==> config.mk <==
export PLATFORM = sky130hd
export DESIGN_NAME = uart_spram_loader
export DESIGN_NICKNAME = d
export VERILOG_FILES = /design/src/rtl/uart_spram_loader.sv
export SDC_FILE = /design/constraint.sdc
export NUM_CORES = 1
export LEC_CHECK = 0
export ABC_AREA = 0
export CAP_MARGIN = 30
export CORE_UTILIZATION = 50
export CTS_CLUSTER_DIAMETER = 100
export DETAILED_ROUTE_END_ITERATION = 8
export DONT_BUFFER_PORTS = 1
export PLACE_DENSITY_LB_ADDON = 0.3
export SLEW_MARGIN = 20
export SYNTH_ARGS = -nofsm -noshare
export SYNTH_HDL_FRONTEND = slang
export SYNTH_SLANG_ARGS = --single-unit
==> constraint.sdc <==
create_clock -name clk -period 2.4 [get_ports clk]
set_clock_uncertainty 0.1 [all_clocks]
set_input_delay 0.6 -clock clk [delete_from_list [all_inputs] [get_ports clk]]
set_output_delay 0.6 -clock clk [all_outputs]
set_load 0.02 [all_outputs]
==> src/rtl/uart_spram_loader.sv <==
// UART 8N1 receiver feeding a length-prefixed SPRAM write sequencer (host-supplied image load).
// Latency: stop-bit sample -> byte_valid next clock -> mem_write the clock after (2 clocks).
// Backpressure: none; the SPRAM accepts one write per clock and bytes arrive >= 10 bit-times apart.
//
// Ports:
//   clk, rst        system clock, synchronous active-high reset
//   rx              asynchronous serial input, idle high
//   mem_addr/mem_write/mem_data_in   SPRAM write port (byte address, 1-cycle strobe, byte)
//   busy            load in progress (first length byte seen, not yet done/error)
//   done            level, all payload bytes written; held until rst
//   frame_err       sticky, a stop bit was sampled low; held until rst
module uart_spram_loader #(
   parameter int          CLK_FREQ  = 12_000_000,
   parameter int          BAUD      = 9600,
   parameter logic [14:0] BASE_ADDR = 15'd0
) (
   input  logic        clk,
   input  logic        rst,
   input  logic        rx,
   output logic [14:0] mem_addr,
   output logic        mem_write,
   output logic [7:0]  mem_data_in,
   output logic        busy,
   output logic        done,
   output logic        frame_err
);

   // CLK_FREQ/BAUD must be at least 4 for the half-bit start check to be meaningful.
   localparam int            CPB     = CLK_FREQ / BAUD;
   localparam int            CW      = $clog2(CPB + 1);
   localparam logic [CW-1:0] HALF_M1 = CW'(CPB / 2 - 1);
   localparam logic [CW-1:0] FULL_M1 = CW'(CPB - 1);

   typedef enum logic [2:0] {RX_IDLE, RX_START, RX_DATA, RX_STOP, RX_RECOVER} rx_state_t;
   typedef enum logic [2:0] {LD_LEN_LO, LD_LEN_HI, LD_DATA, LD_DONE, LD_ERR} ld_state_t;

   rx_state_t     rx_state, rx_next;
   ld_state_t     ld_state, ld_next;
   logic          rx_m, rx_s;
   logic [CW-1:0] cnt;
   logic [2:0]    bit_idx;
   logic [7:0]    shreg;
   logic          byte_valid, frame_pulse;
   logic          tick;
   logic [14:0]   len, idx;
   logic          wr_en, last_byte, len_zero;

   // ---------------- receiver ----------------
   always_ff @(posedge clk) begin
      if (rst) begin
         rx_m <= 1'b1;
         rx_s <= 1'b1;
      end else begin
         rx_m <= rx;
         rx_s <= rx_m;
      end
   end

   always_ff @(posedge clk) begin
      if (rst) begin
         rx_state    <= RX_IDLE;
         cnt         <= '0;
         bit_idx     <= '0;
         shreg       <= '0;
         byte_valid  <= 1'b0;
         frame_pulse <= 1'b0;
      end else begin
         rx_state    <= rx_next;
         byte_valid  <= (rx_state == RX_STOP) && tick && rx_s;
         frame_pulse <= (rx_state == RX_STOP) && tick && !rx_s;
         // Counter measures time inside START/DATA/STOP and restarts on every sample point.
         if (tick || rx_state == RX_IDLE || rx_state == RX_RECOVER)
            cnt <= '0;
         else
            cnt <= cnt + 1'b1;
         if (rx_state == RX_IDLE)
            bit_idx <= '0;
         if (rx_state == RX_DATA && tick) begin
            shreg   <= {rx_s, shreg[7:1]};   // LSB arrives first
            bit_idx <= bit_idx + 1'b1;
         end
      end
   end

   always_comb begin
      rx_next = rx_state;
      case (rx_state)
         RX_IDLE:    if (!rx_s) rx_next = RX_START;
         RX_START:   if (tick) rx_next = rx_s ? RX_IDLE : RX_DATA;
         RX_DATA:    if (tick && bit_idx == 3'd7) rx_next = RX_STOP;
         RX_STOP:    if (tick) rx_next = rx_s ? RX_IDLE : RX_RECOVER;
         RX_RECOVER: if (rx_s) rx_next = RX_IDLE;
         default:    rx_next = RX_IDLE;
      endcase
   end

   // Sample point: mid start bit in START, one full bit later in DATA/STOP.
   always_comb begin
      tick = 1'b0;
      case (rx_state)
         RX_START:         tick = (cnt == HALF_M1);
         RX_DATA, RX_STOP: tick = (cnt == FULL_M1);
         default:          tick = 1'b0;
      endcase
   end

   // ---------------- loader ----------------
   // shreg stays stable while byte_valid is high (next frame's data bits are far away).
   always_ff @(posedge clk) begin
      if (rst) begin
         ld_state    <= LD_LEN_LO;
         len         <= '0;
         idx         <= '0;
         mem_addr    <= BASE_ADDR;
         mem_write   <= 1'b0;
         mem_data_in <= '0;
         busy        <= 1'b0;
         done        <= 1'b0;
         frame_err   <= 1'b0;
      end else begin
         ld_state  <= ld_next;
         mem_write <= wr_en;
         if (frame_pulse)
            frame_err <= 1'b1;
         if (ld_state == LD_LEN_LO && byte_valid) begin
            len[7:0] <= shreg;
            busy     <= 1'b1;
         end
         if (ld_state == LD_LEN_HI && byte_valid) begin
            len[14:8] <= shreg[6:0];
            idx       <= '0;
         end
         if (wr_en) begin
            mem_addr    <= BASE_ADDR + idx;   // wraps modulo 2^15
            mem_data_in <= shreg;
            idx         <= idx + 15'd1;
         end
         if (ld_next != ld_state && (ld_next == LD_DONE || ld_next == LD_ERR))
            busy <= 1'b0;
         if (ld_next == LD_DONE && ld_state != LD_DONE)
            done <= 1'b1;
      end
   end

   always_comb begin
      ld_next = ld_state;
      case (ld_state)
         LD_LEN_LO: begin
            if (frame_pulse)     ld_next = LD_ERR;
            else if (byte_valid) ld_next = LD_LEN_HI;
         end
         LD_LEN_HI: begin
            if (frame_pulse)     ld_next = LD_ERR;
            else if (byte_valid) ld_next = len_zero ? LD_DONE : LD_DATA;
         end
         LD_DATA: begin
            if (frame_pulse)                   ld_next = LD_ERR;
            else if (byte_valid && last_byte)  ld_next = LD_DONE;
         end
         default: ld_next = ld_state;   // DONE and ERR hold until rst
      endcase
   end

   always_comb begin
      wr_en     = (ld_state == LD_DATA) && byte_valid;
      last_byte = (idx == len - 15'd1);
      len_zero  = ({shreg[6:0], len[7:0]} == 15'd0);
   end

endmodule

Word level (Yosys, flattened, before mapping)
Index checks and enable logic that the tools add are counted.
Widths: inputs -> output; s select.
{"block": "op_classes", "addsub": 4, "eq_ne": 19, "muxes": 21, "reduce_logical": 24}
{"operator": "$mux 3", "count": 14}
{"operator": "$mux 15", "count": 2}
{"operator": "$add 15x1->15 const B", "count": 1}
{"operator": "$eq 15x15->1", "count": 1}
{"operator": "$logic_not 15->1", "count": 1}
{"operator": "$pmux 3 s5", "count": 1}
{"operator": "$sub 15x1->15 const B", "count": 1}
{"operator": "$eq 3x2->1 const B", "count": 4}
{"operator": "$add 11x1->11 const B", "count": 1}
{"operator": "$eq 11x10->1 const B", "count": 1}
{"operator": "$eq 11x11->1 const B", "count": 1}
{"operator": "$logic_and 1x1->1", "count": 11}
{"operator": "$eq 3x3->1 const B", "count": 3}
{"operator": "$pmux 3 s3", "count": 1}
{"operator": "$ne 2x2->1 const B", "count": 4}
{"operator": "$eq 3x1->1 const B", "count": 2}
{"operator": "$logic_not 3->1", "count": 2}
{"operator": "$reduce_or 2->1", "count": 3}
{"operator": "$reduce_and 5->1", "count": 1}
{"operator": "$reduce_bool 2->1", "count": 2}
{"operator": "$add 3x1->3 const B", "count": 1}
{"operator": "$logic_or 1x1->1", "count": 3}
{"operator": "$ne 3x2->1 const B", "count": 1}
{"operator": "$ne 3x3->1", "count": 1}
{"operator": "5 further kinds", "count": 5}
{"block": "totals", "ff_bits": 89, "inputBits": 3, "output_inout_bits": 27, "elab_cells": 86}

Longest topological paths before layout
Gate-level depths: netlist of the first run.
{"block": "logic_depth", "ltp_word": 10, "ltp_mapped": 10, "ltp_nobuf": 8}

Worst setup path before layout of the first run
OpenSTA, ideal clock, no wires.
{"block": "synth_timing", "kind": "reg-to-reg", "start": "reg len[0]", "end": "reg ld_state[0]", "setup_ns": 0.086, "arrival_ns": 1.905, "required_ns": 2.214, "path_slack_ns": 0.309, "stages_incl_launch_ff": 11, "path_buffers": 2, "period_less_slack_ns": 2.091, "path_cell_list": "dfxtp_1 -> buf_6 -> inv_1 -> ha_1 -> buf_2 -> nand2b_1 -> a21boi_0 -> o31ai_1 -> nor4_1 -> nand4_2 -> a221oi_2"}
{"block": "synth_between", "elab_chain_cells": 6, "word_cells_on_any_way": 10, "cone_classes": "add/sub (1); eq/ne (1); mux (6); reduce/logical (2)"}
{"item": "start, declared", "line_no": "45", "rtl": "logic [14:0] len, idx;"}
{"item": "start signal, assigned", "line_no": "126", "rtl": "len[7:0] <= shreg;"}
{"item": "$sub 15x1->15", "line_no": "166", "rtl": "last_byte = (idx == len - 15'd1);"}
{"item": "$eq 15x15->1", "line_no": "166"}
{"item": "$logic_and 1x1->1", "line_no": "158", "rtl": "else if (byte_valid && last_byte) ld_next = LD_DONE;"}
{"item": "$mux 3", "line_no": "158"}
{"item": "$mux 3", "line_no": "157", "rtl": "if (frame_pulse) ld_next = LD_ERR;"}
{"item": "$pmux 3 s3 *", "line_no": "147", "rtl": "case (ld_state)"}
{"item": "end signal, assigned", "line_no": "121", "rtl": "ld_state <= ld_next;"}
{"item": "end, declared", "line_no": "38", "rtl": "ld_state_t ld_state, ld_next;"}
Every way passes the cells marked *; elsewhere a longest branch is shown, timed or not.
A chain may end at the register's enable or synchronous reset.

Final worst setup path of the first run
{"block": "layout_timing", "start": "reg len[1]", "end": "reg ld_state[0]"}
Same word-level chain as after synthesis.

==> results of run 1 <==
## registers in the layout (all words and copies together) (netlist names)
signal	count
bit_idx	3
frame_pulse	1
idx	15
ld_state	3
mem_data_in	8
cnt	11
len	15
rx_m	1
frame_err	1
mem_addr	15
mem_write	1
done	1
shreg	8
busy	1
rx_s	1
byte_valid	1
rx_state	3
## worst max path at each step
stage / start / to / slack, ps / cells after the start
after CTS: len[1]$_SDFFE_PP0P_ / ld_state[0]$_SDFF_PP0_ / 230 / 8
after global routing: len[0]$_SDFFE_PP0P_ / ld_state[0]$_SDFF_PP0_ / 30 / 8
after global placement: len[0]$_SDFFE_PP0P_ / ld_state[0]$_SDFF_PP0_ / 310 / 8
after floorplan: len[0]$_SDFFE_PP0P_ / ld_state[0]$_SDFF_PP0_ / 310 / 10
final: len[1]$_SDFFE_PP0P_ / ld_state[0]$_SDFF_PP0_ / 220 / 8
after detailed placement: len[0]$_SDFFE_PP0P_ / ld_state[0]$_SDFF_PP0_ / 240 / 8
## cells by family (layout without fill, tap and decap cells)
logic type,count (synthesis),count (layout),synth area share (%)
AO/OA/AOI/OAI,101,101,14.8
XOR/XNOR,28,28,6.14
adder cells (fa/ha/maj),5,5,1.46
buffers and inverters,39,38,4.53
flip-flops,89,89,41.6
multiplexers,13,13,3.07
AND/OR/NAND/NOR,249,249,28.3
## placed cells by master (no fill, tap or decap), types with 3 or more instances in the layout
cell type  netlist  final
nand2_1         95     95
dfxtp_1         89     89
nor2_1          62     62
a21oi_1         55     55
nand3_1         19     19
buf_4            0     16
xnor2_1         14     14
xor2_1          13     13
mux2i_1         12     12
clkbuf_8         1      9
o21ai_0          8      8
nor4_1           7      7
nor3_1           7      7
or2_2            7      7
inv_1            6      6
nand4_1          6      6
and3_1           6      6
nand3b_1         5      5
a211oi_1         5      5
ha_1             5      5
nor2b_1          4      4
a311oi_1         4      4
nor3b_1          4      4
or3_1            4      4
nand2b_1         3      3
o21bai_1         3      3
a21boi_0         3      3
o211ai_1         3      3
bufinv_16        0      3
## layer usage
metal	vias to the layer above	share of wire (%)	track usage, %
met2	100	44	35.1
li1	1809	-	-
met3	15	5.6	3.95
met5	-	0	0
met1	1704	48	32.7
met4	0	2.0	8.08
## power breakdown
group	internal, W	switching, W	total (W)	leakage (nW)
logic	0.00000773	0.00000918	0.0000169	0.822
registers	0.00148	0.00000672	0.00149	0.717
clock network	0.000702	0.000549	0.00125	0.118
total	0.00219	0.000565	0.00275	1.66
## layout make-up
class / count / area share (%)
multi-input cells: 396 / 50.1
flip-flops and latches: 89 / 38.5
well taps: 105 / 2.84
clock inverters: 7 / 2.71
clock buffers: 9 / 2.68
repair buffers: 16 / 2.60
inverters: 6 / 0.487
## metrics by stage
stage	total power [W]	utilization [%]	cells	setup slack, ps	instance area [um2]
3_3_place_gp	0.00154	53.0	612	306	4370
5_1_grt	0.00283	56.0	628	25.3	4620
4_1_cts	0.00277	56.0	628	230	4620
3_5_place_dp	0.00154	53.0	612	242	4370
6_report	0.00275	56.0	628	217	4620
2_1_floorplan	0.00155	-	524	309	4280
## worst max-delay path, delay by kind of cell (launching register included)
family,cells,cell delay (ps)
flip-flops,1,320
AND/OR/NAND/NOR,3,860
adder cells (fa/ha/maj),1,240
AO/OA/AOI/OAI,3,550
buffers and inverters,1,50
==> flow_summary_export.csv, run 1 <==
group,metric,value,unit
setup_path,crit_arrival,2360,ps
cts,cts_hold_buf,0,
finish,drive_above_1_share,9.75,%
cts,clk_pin_slew,90,ps
global_routing,antenna_found_initial,0,
setup_path,critPathLaunchType,"flip-flop",
sta,hold_ws,198,ps
power,vdd_drop_max,0.380,mV
routing,wirelength,9540,um
yosys,yosys_register_bits,89,
worst_hold_path,hold_start,"rst",
yosys,synth_cells,524,
cts,cts_sinks,89,
sta,tightest_slew,565,ps
finish,num_antenna_cells,0,
sta,drv_slew,0,
sta,rsz0062_at_grt,"no",
routing,drc,0,
global_routing,grt_pass1_wl,16200,um
yosys,yosysTopAreaCellShare,41.6,%
global_routing,grt-ovfl-total,0,
floorplanning,fp-row-count,33,
routing,viasPerCell,5.78,
routing,drt-initial-drc-count,191,
yosys,yosysUniqueCellTypes,64,
worst_hold_path,whs_path_depth,1,
yosys,synth_edf_count,0,
routing,vias,3628,
floorplanning,pin_count,30,
placement,place_congestion,0.916,
yosys,syn_area,0.00428,mm2
global_routing,grt_pass1_vias,3328,
cts,cts_buffers,9,
sta,fin_crit_sh,91.0,%
yosys,async_flop_share,0,%
power,power.density,596,mW/mm2
power,power.leakage,1.66,nW
yosys,synth_ff_type,"dfxtp_1",
setup_path,r2r_end,"ld_state[0]$_SDFF_PP0_",
setup_path,regToRegStartpoint,"len[1]$_SDFFE_PP0P_",
setup_path,cp_max_fo,6,
setup_path,r2r.worst_path.cells,8,
sta,setup_viol,0,
run_status,status,"complete, no violations",
worst_hold_path,hold_path_class,"input pin to flip-flop",
floorplanning,core_area,0.00826,mm2
floorplanning,die_width,94.5,um
yosys,syn_area_per_cell,8.16,um2
global_routing,grt_max_degree,81,
yosys,syn_nets,532,
cts,cts_tree,"built",
finish,nets,526,
floorplanning,dieHeight,94.5,um
finish,syn2layout_area_growth,8.04,%
global_routing,grt_usage,23.0,%
routing,first_pass_iters,4,
yosys,ys_warn_count,0,
floorplanning,start_util,51.8,%
setup_path,crit_path_top_delay_cell,"or3b_2",
yosys,ys_seq_area_share,41.6,%
sta,fmax,0.458,GHz
sta,slew_headroom,62.3,%
setup_path,rrSetupSlack,220,ps
yosys,synth_common_cells,"95 x nand2_1, 89 x dfxtp_1, 62 x nor2_1, 55 x a21oi_1, 20 x clkbuf_1",
finish,fillers,758,
setup_path,cpPeakStageDelay,480,ps
cts,post_cts_buffers,0,
setup_path,critical_path_class,"flip-flop to flip-flop",
yosys,synth_most_common_cell,"nand2_1",
job,maxCapViolCount,0,
cts,cts_resized,0,
setup_path,critPathCaptureType,"flip-flop",
finish,regArea,0.00178,mm2
cts,cts_buffer_depth,2,
sta,finalHoldViolCount,0,
setup_path,crit_chain,"inv_1, ha_1, or3b_2, nor4_1, o21ai_1, a22oi_2, nand4_2, a221oi_2",
cts,clock-root-buffer,"clkbuf_8",
finish,multi_input_area,0.00232,mm2
worst_hold_path,min_to,"bit_idx[0]$_SDFFE_PP0P_",
yosys,synth_area_leaders,"dfxtp_1 42%, nand2_1 8.3%, a21oi_1 6.4%",
placement,hpwl,6730,um
routing,wl_per_cell,15.2,um
placement,io_buffers,0,
sta,setup_tns,0,ps
floorplanning,die-area,0.00893,mm2
sta,period_minus_slack,2180,ps
setup_path,critPathRequiredTime,2580,ps
cts,cts_htree_levels,3,
routing,ant_nets,0,
cts,clock_latency,360,ps
yosys,yosys.area.top_type,"dfxtp_1",
Note: power is estimated with default switching activity, not from simulation.
==> run 2, diff against run 1 <==
- ABC_AREA: 0 -> default
==> results of run 2 <==
Final layout, timing and power as in run 1 (identical DEF).
==> run 3, diff against run 2 <==
- HOLD_SLACK_MARGIN: default -> 0.1
==> results of run 3 <==
Final layout, timing and power as in run 1 (identical DEF).
